[src/rtl/tdm_demux.sv]
// tdm_demux: rebuilds an N-slot parallel frame from a serial TDM slot
// stream, locking on Frame. Ports: Clk, Reset_n, In/In_Valid/Frame in;
// Out/Out_Valid, Sel, Locked, Sync_Err out.
module tdm_demux #(
  parameter int WIDTH = 1,
  parameter int N     = 4,
  parameter int SEL_W = $clog2(N)
) (
  input  logic               Clk,
  input  logic               Reset_n,
  input  logic [WIDTH-1:0]   In,
  input  logic               In_Valid,
  input  logic               Frame,
  output logic [N*WIDTH-1:0] Out,
  output logic               Out_Valid,
  output logic [SEL_W-1:0]   Sel,
  output logic               Locked,
  output logic               Sync_Err
);

  typedef enum logic {
    HUNT,
    RUN
  } state_t;

  localparam logic [SEL_W-1:0] LAST = SEL_W'(N-1);
  localparam logic [SEL_W-1:0] ONE  = SEL_W'(1);

  state_t               state, state_d;
  logic [SEL_W-1:0]     sel_d;
  logic [N*WIDTH-1:0]   shadow, shadow_d;
  logic [N*WIDTH-1:0]   out_d;
  logic                 ov_d, se_d, lk_d;

  always_ff @(posedge Clk or negedge Reset_n) begin
    if (!Reset_n) begin
      state     <= HUNT;
      Sel       <= '0;
      shadow    <= '0;
      Out       <= '0;
      Out_Valid <= 1'b0;
      Sync_Err  <= 1'b0;
      Locked    <= 1'b0;
    end else begin
      state     <= state_d;
      Sel       <= sel_d;
      shadow    <= shadow_d;
      Out       <= out_d;
      Out_Valid <= ov_d;
      Sync_Err  <= se_d;
      Locked    <= lk_d;
    end
  end

  always_comb begin
    state_d  = state;
    sel_d    = Sel;
    shadow_d = shadow;
    out_d    = Out;
    ov_d     = 1'b0;
    se_d     = 1'b0;
    if (In_Valid) begin
      unique case (state)
        HUNT: begin
          if (Frame) begin
            shadow_d[WIDTH-1:0] = In;
            sel_d   = ONE;
            state_d = RUN;
          end
        end
        RUN: begin
          if (Frame && Sel != '0) begin
            // Misaligned marker: restart the frame at slot 0.
            se_d  = 1'b1;
            shadow_d[WIDTH-1:0] = In;
            sel_d = ONE;
          end else begin
            for (int k = 0; k < N; k++) begin
              if (SEL_W'(k) == Sel)
                shadow_d[k*WIDTH +: WIDTH] = In;
            end
            if (Sel == LAST) begin
              // Publish with the last slot merged in this same edge.
              out_d = shadow_d;
              ov_d  = 1'b1;
              sel_d = '0;
            end else begin
              sel_d = Sel + ONE;
            end
          end
        end
        default: state_d = HUNT;
      endcase
    end
    lk_d = (state_d == RUN);
  end

endmodule

[config.mk]
export PLATFORM = sky130hd
export DESIGN_NAME = tdm_demux
export DESIGN_NICKNAME = d
export VERILOG_FILES = /design/src/rtl/tdm_demux.sv
export SDC_FILE = /design/constraint.sdc
export NUM_CORES = 1
export LEC_CHECK = 0
export CAP_MARGIN = 10
export CORE_MARGIN = 1
export CORE_UTILIZATION = 46
export CTS_CLUSTER_DIAMETER = 30
export DETAILED_ROUTE_END_ITERATION = 12
export PLACE_DENSITY = 0.74
export SKIP_LAST_GASP = 1
export SLEW_MARGIN = 20
export SYNTH_ARGS = -nofsm -noshare
export SYNTH_HDL_FRONTEND = slang
export SYNTH_SLANG_ARGS = --single-unit
[constraint.sdc]
create_clock -name Clk -period 1.8 [get_ports Clk]
set_input_delay 0.27 -clock Clk [delete_from_list [all_inputs] [get_ports Clk]]
set_output_delay 0.27 -clock Clk [all_outputs]
set_load 0.05 [all_outputs]
Word-level counts from Yosys, hierarchy flattened
Cells that the tools add are included.
{"block": "classes", "addsub": 1, "n_eq_ne": 5, "muxes": 20, "bitwise_logic": 2, "reduce_logical": 6}
{"operator": "2-to-1 mux 1 bit", "n": 15}
{"operator": "2-to-1 mux 2 bit", "n": 3}
{"operator": "equality test 2 bit (first input constant)", "n": 2}
{"operator": "case mux 2 bit (2 select lines)", "n": 1}
{"operator": "AND reduction 4 bit", "n": 1}
{"operator": "AND reduction 3 bit", "n": 1}
{"operator": "adder 2 x 1 -> 2 bit (second input constant)", "n": 1}
{"operator": "equality test 1 x 2 -> 1 bit (first input constant)", "n": 1}
{"operator": "equality test 2 bit (second input constant)", "n": 1}
{"operator": "zero test 2 bit", "n": 1}
{"operator": "inequality test 2 bit (second input constant)", "n": 1}
{"operator": "inverter 1 bit", "n": 2}
{"operator": "case mux 1 bit (2 select lines)", "n": 1}
{"operator": "AND reduction 2 bit", "n": 1}
{"operator": "nonzero test 2 bit", "n": 1}
{"operator": "logical AND 1 bit", "n": 1}
{"block": "totals", "reg_bits": 13, "in_bits": 5, "wordCells": 41}

Logic depth before layout (Yosys ltp)
{"block": "depth", "depth_word": 5, "depth_mapped": 5, "mapped_depth_nobuf": 5}

Worst setup path before layout
OpenSTA, ideal clock, no wires.
{"block": "synth_path", "path_type": "register -> register", "start": "register Sel[0]", "end": "register Out[0]", "setup_ps": 125, "arrival_ps": 1673, "setup_slack_ps": 2, "stages_incl_launch_ff": 6, "n_path_buf": 0, "period_less_slack_ps": 1798, "path_cell_list": "dfrtp_1 > inv_1 > ha_1 > nand2b_4 > nand4_4 > mux2_2"}
{"block": "synth_via", "elab_chain_len": 4, "elab_cells_between_ends": 7, "cone_classes": "eq/ne: 1; mux: 1; bitwise: 1; reduce/logical: 4"}
{"element": "start: declaration", "line_no": "16", "source": "output logic [SEL_W-1:0] Sel,"}
{"element": "start signal: assignment", "line_no": "46", "source": "Sel <= sel_d;"}
{"element": "nonzero test 2 bit", "line_no": "72", "source": "if (Frame && Sel != '0) begin"}
{"element": "logical AND 1 bit", "line_no": "72"}
{"element": "inverter 1 bit (no source line)"}
{"element": "AND reduction 4 bit (no source line)"}
{"element": "end signal: assignment", "line_no": "48", "source": "Out <= out_d;"}
{"element": "end: declaration", "line_no": "14", "source": "output logic [N*WIDTH-1:0] Out,"}
Several ways; a longest one is shown, not always the timed one.
A chain may end at the register's enable or synchronous reset.

Worst setup path after layout
{"block": "layout_path", "start": "register Out[0]", "end": "output port Out[0]"}
No word-level cell between the ends.

==> results.cfg <==
[outcome]
outcome = finished clean

[synthesis]
synth_fp_nets = 59
avgSynthCellArea_sq_um = 12.26
seq_area_frac_synth_pct = 48.98
synth_cell_types = 15
netlist.top_cell.by_area = dfrtp_1
netlist.area_leader.share_pct = 48.98
synthCells = 50
syn_area_sq_um = 613.1
ys_seq_elements = 12
synth-warning-count = 0
yosys-top-cells-area = dfrtp_1 (49%), mux2_2 (18%), ha_1 (8.2%)

[clock_network]
cts_buffer_depth = 2
cts_setup_buffers = 0
cts_root_buf = clkbuf_4
cts_resized = 0
cts_tree = done
cts_sinks = 12
path_clk_slew_ns = 0.07
cts_buffers = 3
htreeDepth = 1
holdBufCountCts = 0
insertion_delay_ns = 0.26

[timing]
fin_ws_ns = 0.1216
drv_slew = 0
fin_setup_tns_ns = 0
rsz0062_at_grt = no
finalClockSkew_ns = 0.003220
tightest_slew_ns = 0.5569
finalHoldViolCount = 0
min_period_ns = 1.678
timing.fmax_mhz = 595.8
setup_viol_count_final = 0
fin_crit_sh_pct = 93.25
slew_headroom_pct = 62.76

[setup_path]
worstSetupPathType = flip-flop to primary output
critical_path_buf_inv_count = 1
path_max_fanout = 2
critPathTopFamily = buffers and inverters
crit_required_ns = 1.53
critical_path.max_stage_delay_ns = 0.80
cp_slowest_cell = clkdlybuf4s50_1
worstPathArrival_ns = 1.41
path_cells = clkdlybuf4s50_1
cp-end-kind = primary output
cp-start-kind = flip-flop

[floorplanning]
rows = 12
fp.dieH_microns = 38.51
initial_core_util_pct = 52.35
ios = 14
dieArea_sq_um = 1483
core_area_sq_um = 1171
die_w_microns = 38.51

[place]
dpl.cell_count = 76
dp_slack_ns = 0.1821
portBuffers = 13
gp_congestion = 0.7969
dp_hpwl_microns = 754.2

[grt]
grtUsageMet2_pct = 24.58
grt_max_degree = 13
grt-ovfl-total = 0
grt_pass1_vias = 356
antenna_found_initial = 0
grt-busiest-layer = met2
use_met1_pct = 22.73
grt_use_met3_pct = 3.488
grt_usage_pct = 16.13
grt_first_pass_wirelength_microns = 1621

[routing]
wl_per_cell_microns = 13.10
ant_nets = 0
wirelength_microns = 1035
drc = 0
drt_pre_antenna_iters = 4
viasPerCell = 5.291
vias = 418
drtIter0Drc = 6

[cells_and_area]
layout.cells.non_filler = 79
antenna_cells = 0
most-common-layout-cells = dfrtp_1 (12), mux2_2 (10), clkdlybuf4s50_1 (10)
postLayoutCoreUtil_pct = 65.60
area_delta_synth_final_pct = 25.31
drive_gt1_share_pct = 32.31
final_nets = 76
layout_commonest_cell = dfrtp_1

[power_and_ir_drop]
p_total_mw = 1.282
vdd_drop_max_mv = 0.8553
p_leak_nw = 0.3627
p_per_area_nw_per_um2 = 1668

[worst_hold_path]
min_path_type = primary input to async pin

[run]
drv_cap = 0
-- metal layers --
layer	up-vias	share of wire [%]
met3	2	4.9
met4	0	0.39
li1	208	-
met2	11	47
met1	197	48
met5	-	0
-- stage by stage --
step | hold WS, ns | instance area (sq um)
finish | 0.3693 | 768.2
global route | 0.4097 | 768.2
CTS | 0.3710 | 768.2
detailed placement | 0.4943 | 745.7
global placement | 0.4846 | 745.7
floorplan | -0.02559 | 613.1
-- where the power goes --
part	total (mW)	switching (mW)	leakage [nW]	internal [mW]
registers	0.423	0.0546	0.143	0.369
clock network	0.152	0.0754	0.0138	0.0770
logic	0.706	0.414	0.205	0.293
total	1.28	0.543	0.363	0.738
-- cells in the mapped netlist (all sizes together) --
cell / number
o311a: 1
mux2: 10
a21o: 1
nand4: 4
o21ai: 1
o22ai: 1
a21oi: 1
buf: 2
nand2b: 1
dfrtp: 12
inv: 4
nand2: 6
nor2: 2
ha: 4
-- final timing paths --
check | cells past startpoint | startpoint | slack, ns | to
worst max-delay path | 1 | Out[0] | 0.12 | Out[0]
worst min-delay path | 1 | Reset_n | 0.37 | state
worst max register to register | 5 | Sel[1] | 0.30 | Out[0]
worst min register to register | 1 | shadow[0] | 0.51 | shadow[0]
max in group asynchronous | 1 | Reset_n | 1.06 | Out[3]
min in group Clk | 1 | shadow[0] | 0.51 | shadow[0]
-- registers in the layout (all words and copies together), names as in the netlist --
| name | flops |
|---|---|
| Out_Valid | 1 |
| Out | 4 |
| Sel | 2 |
| state | 1 |
| shadow | 3 |
| Sync_Err | 1 |
-- kinds of logic (layout without fill, tap and decap cells) --
logic type	after synthesis	in the layout	share of synthesized area, %
AND/OR/NAND/NOR	13	13	13.67
multiplexers	10	10	18.37
AO/OA/AOI/OAI	5	5	5.918
adder cells (fa/ha/maj)	4	4	8.164
buffers and inverters	6	21	4.897
flip-flops	12	12	48.98
-- final cells by class --
cell class	instances	area, sq um
Clock buffer	3	22.52
Fill cell	105	402.9
Inverter	4	15.01
Multi-Input combinational cell	32	282.8
Sequential cell	12	300.3
Tap cell	14	17.52
Timing Repair Buffer	14	130.1
No activity file was read; power rests on OpenSTA's default activity.
